### src/rtl/kgp_multicycle_ctrl.sv
// kgp_multicycle_ctrl
// Multi-cycle sequencer for the KGP RISC datapath. Each instruction steps
// through FETCH/DECODE/EXEC/MEM/WB because both memories are 1-cycle BRAMs.
// It also holds the architectural carry flag that bcy/bncy branch on.
//
// Ports:
//   clk, rst                  clock, synchronous active-high reset
//   hold                      freeze state/carry, suppress write enables
//   opcode, funccode          instr[31:27], instr[4:0]
//   carryFlag/zeroFlag/negFlag ALU status inputs
//   irWrite, pcWrite, pcSrc   IR/PC control
//   ALUResOp, ALUSrc, ALUFrc  ALU control
//   brLink, memToReg, memRead, memWrite, regWrite  datapath strobes
//   carryReg, halted, state   status
//
// state | meaning
// 000   | FETCH  - imem addressed by PC
// 001   | DECODE - IR loaded, opcode decoded
// 010   | EXEC   - ALU operation / branch resolution
// 011   | MEM    - dmem access (lw/sw)
// 100   | WB     - register write-back, PC+4
// 101   | HALT   - stopped until reset
module kgp_multicycle_ctrl #(
  parameter logic [4:0] HALT_OPC    = 5'b11111,
  parameter bit         ILLEGAL_NOP = 1'b1
) (
  input  logic       clk,
  input  logic       rst,
  input  logic       hold,
  input  logic [4:0] opcode,
  input  logic [4:0] funccode,
  input  logic       carryFlag,
  input  logic       zeroFlag,
  input  logic       negFlag,
  output logic       irWrite,
  output logic       pcWrite,
  output logic [1:0] pcSrc,
  output logic [2:0] ALUResOp,
  output logic [1:0] ALUSrc,
  output logic       ALUFrc,
  output logic       brLink,
  output logic       memToReg,
  output logic       memRead,
  output logic       memWrite,
  output logic       regWrite,
  output logic       carryReg,
  output logic       halted,
  output logic [2:0] state
);

  localparam logic [2:0] S_FETCH  = 3'd0;
  localparam logic [2:0] S_DECODE = 3'd1;
  localparam logic [2:0] S_EXEC   = 3'd2;
  localparam logic [2:0] S_MEM    = 3'd3;
  localparam logic [2:0] S_WB     = 3'd4;
  localparam logic [2:0] S_HALT   = 3'd5;

  localparam logic [4:0] OP_RR    = 5'd0;
  localparam logic [4:0] OP_ADDI  = 5'd1;
  localparam logic [4:0] OP_COMPI = 5'd2;
  localparam logic [4:0] OP_LW    = 5'd3;
  localparam logic [4:0] OP_SW    = 5'd4;
  localparam logic [4:0] OP_B     = 5'd5;
  localparam logic [4:0] OP_BL    = 5'd6;
  localparam logic [4:0] OP_BCY   = 5'd7;
  localparam logic [4:0] OP_BNCY  = 5'd8;
  localparam logic [4:0] OP_BR    = 5'd9;
  localparam logic [4:0] OP_BLTZ  = 5'd10;
  localparam logic [4:0] OP_BZ    = 5'd11;
  localparam logic [4:0] OP_BNZ   = 5'd12;

  localparam logic [4:0] FN_ADD   = 5'd0;
  localparam logic [4:0] FN_COMP  = 5'd1;
  localparam logic [4:0] FN_AND   = 5'd2;
  localparam logic [4:0] FN_XOR   = 5'd3;
  localparam logic [4:0] FN_SHLL  = 5'd4;
  localparam logic [4:0] FN_SHRL  = 5'd5;
  localparam logic [4:0] FN_SHLLV = 5'd6;
  localparam logic [4:0] FN_SHRLV = 5'd7;
  localparam logic [4:0] FN_SHRA  = 5'd8;
  localparam logic [4:0] FN_SHRAV = 5'd9;

  logic [2:0] state_next;
  logic       is_halt;
  logic       opc_legal;
  logic       func_legal;
  logic       carry_upd;
  logic       pc_we;
  logic       ir_we;
  logic       reg_we;
  logic       mem_we;

  // HALT_OPC wins over the legal map in case it is parameterised onto one
  always_comb begin
    is_halt    = (opcode == HALT_OPC);
    opc_legal  = (opcode <= OP_BNZ);
    func_legal = (funccode <= FN_SHRAV);
  end

  always_ff @(posedge clk) begin
    if (rst) begin
      state    <= S_FETCH;
      carryReg <= 1'b0;
    end else begin
      state <= state_next;
      if (carry_upd) carryReg <= carryFlag;
    end
  end

  always_comb begin
    state_next = state;
    if (!hold) begin
      case (state)
        S_FETCH:  state_next = S_DECODE;
        S_DECODE: begin
          if (is_halt)        state_next = S_HALT;
          else if (opc_legal) state_next = S_EXEC;
          else if (ILLEGAL_NOP) state_next = S_FETCH;
          else                state_next = S_HALT;
        end
        S_EXEC: begin
          case (opcode)
            OP_RR: begin
              if (func_legal)       state_next = S_WB;
              else if (ILLEGAL_NOP) state_next = S_FETCH;
              else                  state_next = S_HALT;
            end
            OP_ADDI, OP_COMPI: state_next = S_WB;
            OP_LW, OP_SW:      state_next = S_MEM;
            default:           state_next = S_FETCH;
          endcase
        end
        S_MEM:    state_next = (opcode == OP_LW) ? S_WB : S_FETCH;
        S_WB:     state_next = S_FETCH;
        S_HALT:   state_next = S_HALT;
        default:  state_next = S_FETCH;
      endcase
    end
  end

  always_comb begin
    ir_we     = 1'b0;
    pc_we     = 1'b0;
    reg_we    = 1'b0;
    mem_we    = 1'b0;
    pcSrc     = 2'b00;
    ALUResOp  = 3'b000;
    ALUSrc    = 2'b00;
    ALUFrc    = 1'b0;
    brLink    = 1'b0;
    memToReg  = 1'b0;
    memRead   = 1'b0;
    halted    = 1'b0;
    carry_upd = 1'b0;
    case (state)
      S_DECODE: begin
        ir_we = 1'b1;
        // illegal opcode retiring as a NOP: PC+4 straight from DECODE
        if (!is_halt && !opc_legal && ILLEGAL_NOP) pc_we = 1'b1;
      end
      S_EXEC: begin
        case (opcode)
          OP_RR: begin
            if (func_legal) begin
              carry_upd = (funccode == FN_ADD) || (funccode == FN_COMP);
              case (funccode)
                FN_COMP:            ALUResOp = 3'b001;
                FN_AND:             ALUResOp = 3'b010;
                FN_XOR:             ALUResOp = 3'b011;
                FN_SHLL, FN_SHLLV:  ALUResOp = 3'b100;
                FN_SHRL, FN_SHRLV:  ALUResOp = 3'b101;
                FN_SHRA, FN_SHRAV:  ALUResOp = 3'b110;
                default:            ALUResOp = 3'b000;
              endcase
              if (funccode == FN_SHLL || funccode == FN_SHRL || funccode == FN_SHRA)
                ALUSrc = 2'b10;
            end else if (ILLEGAL_NOP) begin
              pc_we = 1'b1;
            end
          end
          OP_ADDI: begin
            ALUSrc    = 2'b01;
            carry_upd = 1'b1;
          end
          OP_COMPI: begin
            ALUSrc    = 2'b01;
            ALUResOp  = 3'b001;
            carry_upd = 1'b1;
          end
          OP_LW, OP_SW: begin
            ALUFrc = 1'b1;
            ALUSrc = 2'b01;
          end
          OP_B: begin
            pc_we = 1'b1;
            pcSrc = 2'b01;
          end
          OP_BL: begin
            pc_we  = 1'b1;
            pcSrc  = 2'b01;
            reg_we = 1'b1;
            brLink = 1'b1;
          end
          OP_BCY: begin
            pc_we = 1'b1;
            pcSrc = carryReg ? 2'b01 : 2'b00;
          end
          OP_BNCY: begin
            pc_we = 1'b1;
            pcSrc = carryReg ? 2'b00 : 2'b01;
          end
          OP_BR: begin
            pc_we = 1'b1;
            pcSrc = 2'b10;
          end
          OP_BLTZ: begin
            pc_we  = 1'b1;
            ALUSrc = 2'b11;
            pcSrc  = negFlag ? 2'b01 : 2'b00;
          end
          OP_BZ: begin
            pc_we  = 1'b1;
            ALUSrc = 2'b11;
            pcSrc  = zeroFlag ? 2'b01 : 2'b00;
          end
          OP_BNZ: begin
            pc_we  = 1'b1;
            ALUSrc = 2'b11;
            pcSrc  = zeroFlag ? 2'b00 : 2'b01;
          end
          default: ;
        endcase
      end
      S_MEM: begin
        if (opcode == OP_LW) begin
          memRead = 1'b1;
        end else begin
          mem_we = 1'b1;
          pc_we  = 1'b1;
        end
      end
      S_WB: begin
        reg_we = 1'b1;
        pc_we  = 1'b1;
        if (opcode == OP_LW) begin
          memRead  = 1'b1;
          memToReg = 1'b1;
        end
      end
      S_HALT:  halted = 1'b1;
      default: ;
    endcase
    // hold suppresses every architectural write; the state is frozen by the
    // next-state logic so the suppressed strobe is reissued after release
    if (hold) carry_upd = 1'b0;
  end

  assign irWrite  = ir_we  & ~hold;
  assign pcWrite  = pc_we  & ~hold;
  assign regWrite = reg_we & ~hold;
  assign memWrite = mem_we & ~hold;

endmodule

### config.mk
export PLATFORM = sky130hd
export DESIGN_NAME = kgp_multicycle_ctrl
export DESIGN_NICKNAME = d
export VERILOG_FILES = /design/src/rtl/kgp_multicycle_ctrl.sv
export SDC_FILE = /design/constraint.sdc
export NUM_CORES = 1
export LEC_CHECK = 0
export ABC_AREA = 1
export CORE_MARGIN = 2
export CORE_UTILIZATION = 38
export DETAILED_ROUTE_END_ITERATION = 10
export GPL_TIMING_DRIVEN = 1
export PLACE_DENSITY = 0.78
export SYNTH_ARGS = -nofsm -noshare
export SYNTH_HDL_FRONTEND = slang
export SYNTH_SLANG_ARGS = --single-unit
### constraint.sdc
create_clock -name clk -period 1.45 [get_ports clk]
set_input_delay 0.29 -clock clk [delete_from_list [all_inputs] [get_ports clk]]
set_output_delay 0.29 -clock clk [all_outputs]
set_load 0.01 [all_outputs]
==> key figures <==
Die
  • Row count: 15
  • Die area: 2120 sq um
  • Ports: 36
  • Die Height: 46.1 um
  • Die width: 46.1 um
  • Core area: 1690 sq um
  • Starting Density: 39.9%

STA
  • Endpoints failing setup: 15
  • Final count of hold timing violations: 0
  • Worst Tran Pin Value: 325 ps
  • Fmax: 567 MHz
  • Final hold slack: 639 ps
  • Rel. slew slack: 78.1%
  • Final period util: 122%
  • Post-layout min period: 1760 ps
  • Final Skew: 1.56 ps
  • Fin. max-slew vios: 0
  • Setup WS post-layout: -315 ps
  • RSZ-0062 raised after global routing: true

Layout
  • Multi-input gate area: 622 sq um
  • Syn-to-layout area delta: 130%
  • FF/Latch Area: 91.3 sq um
  • Nets: 236
  • Layout cells sized above 1: 59.6%
  • Number of non-filler instances in the completed layout: 235
  • Final instance area: 1550 sq um
  • Diodes inserted: 0
  • Number of fill cells in the layout: 79

Synth
  • FF+latch count, synth: 4
  • Async SR Flop Fraction: 0%
  • Post-synth top area cell: nand2_1
  • Ranking of synthesized cells by area: nand2_1 18%, dfxtp_1 12%, nor2_1 12%
  • Top FF cell, synth: dfxtp_1
  • Avg Cell Area, Syn: 5.26 sq um
  • Post-Syn Area: 673 sq um
  • EDFF count, synth: 0
  • Ys Warns: 0
  • Register area share after synthesis: 11.9%
  • Syn Inst Count: 128
  • Net count after synthesis: 144
  • Count leader, synth: nand2_1
  • Count of cell types in the netlist: 20
  • Top-area cell type share of the netlist area: 18.4%
  • Top post-synthesis cells by count: 33 x nand2_1, 21 x nor2_1, 18 x inv_1, 11 x nand3_1, 9 x o21ai_0

Detailed routing
  • Final routed DRC violation total: 0
  • Pre-antenna DRT Iters: 5
  • WL/cell: 16.6 um
  • Via Count: 1333
  • Final WL: 3910 um
  • Remaining antenna violation count after routing: 0
  • Starting DRT DRC Count: 79
  • Vias per std cell: 5.67

Worst setup path
  • Most used cell, CP: inv_4
  • Reg-to-reg endpoint: state[1]
  • CP Launch Point: state[2]
  • CP Class: flop to output pin
  • Largest stage delay on the critical path: 360 ps
  • Critical path, cell by cell: inv_4 -> nand2_4 -> nor2_4 -> inv_4 -> a21oi_4 -> nand3_1 -> o21ai_1 -> buf_2
  • Worst Path Max Fanout: 7
  • Reg2reg setup slack: 10 ps
  • Top delay family on crit path: flip-flops
  • Worst R2R Path Depth: 8
  • Critical Path AT: 1470 ps
  • Worst Setup End Kind: output pin
  • Slowest-stage cell, CP: dfxtp_4
  • CP Buf/Inv Count: 3
  • Startpoint Class: flop
  • Crit path required time: 1160 ps
  • FF-to-FF Start: state[1]

GRT
  • First-pass GRT wire length: 4910 um
  • Vias in the first global route: 1136
  • Total Routing Usage GR: 31.8%
  • Largest net degree at the start of global routing: 8
  • Initial antenna violation count: 0
  • GRT Residual Overflow: 0

Placed design
  • Placed cell area: 1270 sq um
  • Port Buffers: 35
  • Dpl hpwl: 2090 um
  • GP Congestion: 0.869
  • Placed Cells: 209

CTS
  • Clk root buf: clkbuf_4
  • Max H-tree Level: 1
  • CTS tree: yes
  • Num CTS Buffers: 3
  • Max clock buf depth: 2
  • # clock sinks: 4
  • Clk slew on worst S/H paths: 40 ps
  • Worst skew pair latency: 240 ps

Worst hold path
  • Worst min path class: input port to flop
  • Hold path depth: 8
  • HP Start: opcode[0]
  • Hold endpoint: state[2]

Pwr
  • Static Leak: 0.834 nW
  • Tot Pwr: 0.556 mW
  • Maximum VDD drop: 0.376 mV
  • Power Dens Cells: 359 nW/um^2

Flow run
  • Max_cap viols: 0

Status
  • Status: finished with violations
  • Failing checks: negative setup slack
layer usage:
metal  GRT usage, %  share of wire (%)  vias up
met2           56.4                 49       96
met3           5.88                8.4       24
met1           36.9                 37      620
met5              0                  0        -
met4           12.6                4.8        0
li1               -                  -      593
cells in the final DEF, fill, tap and decap left out:
master | netlist | final
inv_2 | 5 | 10
a21oi_1 | 5 | 4
clkdlybuf4s50_1 | 0 | 5
buf_8 | 1 | 2
inv_1 | 18 | 10
nand2_2 | 4 | 6
nor4_2 | 0 | 1
nand3_2 | 1 | 3
nor2_1 | 21 | 13
o21ai_1 | 2 | 6
a21oi_4 | 0 | 1
o32ai_2 | 0 | 1
buf_2 | 0 | 16
inv_4 | 0 | 3
o21ai_0 | 9 | 3
nor3_2 | 1 | 1
nand2_1 | 33 | 27
clkbuf_4 | 0 | 3
clkdlybuf4s15_1 | 0 | 2
dfxtp_4 | 0 | 3
nor2_4 | 4 | 6
o211ai_1 | 2 | 2
nor3_4 | 0 | 2
nand2_4 | 0 | 4
buf_4 | 0 | 48
dfxtp_1 | 4 | 1
nor2_2 | 0 | 6
nand3_1 | 11 | 9
a31oi_1 | 1 | 1
buf_6 | 0 | 10
o21ai_2 | 0 | 2
dlygate4sd2_1 | 0 | 5
a21oi_2 | 2 | 2
how the worst max path moves through the flow:
stage	end	slack (ps)	cells past startpoint
6_report	ALUSrc[1]	-310	8
3_3_place_gp	regWrite	-930	8
4_1_cts	regWrite	-290	8
5_1_grt	ALUSrc[1]	-360	8
3_5_place_dp	pcWrite	-970	8
2_1_floorplan	regWrite	5	7
through the flow:
step	util [%]	setup WS, ps	TNS (ps)
2_1_floorplan	-	4.52	0
3_3_place_gp	75.2	-926	-13610
3_5_place_dp	75.2	-968	-14160
4_1_cts	85.4	-291	-2530
5_1_grt	91.6	-362	-3400
6_report	91.6	-315	-2530
sequential cells by signal (all words and copies together), names as in the netlist:
| signal | count |
|---|---|
| state | 3 |
| carryReg | 1 |
tightest hold or removal path, stage by stage:
cell     delay [ps]
buf_8            80
nor2_4           50
nand3_1         130
a21oi_4          80
nand2_1          60
nand2_1          40
nand2_1          70
a21oi_2          50
logic make-up (layout without fill, tap and decap cells):
kind of cell	count (synthesis)	in the layout	share of synthesized area, %
flip-flops	4	4	11.9
AND/OR/NAND/NOR	78	78	54.1
buffers and inverters	24	114	15.1
AO/OA/AOI/OAI	22	22	19.0
area by class of cell:
type	count	area share, %
clock buffers	3	1.46
multi-input cells	100	40.2
well taps	17	1.37
inverters	23	6.06
repair buffers	88	45.0
flip-flops and latches	4	5.90
where the power goes:
| group | switching [mW] | total, mW | internal [mW] |
|---|---|---|---|
| Clock | 0.0530 | 0.146 | 0.0930 |
| Combinational | 0.146 | 0.292 | 0.146 |
| Sequential | 0.00749 | 0.118 | 0.111 |
repair_timing:
action,4_1_cts,5_1_grt
endpoints found under the setup margin,24,19
hold buffers,0,0
setup buffers,19,4
pin swaps,24,16
gates resized for setup,141,29
No activity file was read; power rests on OpenSTA's default activity.
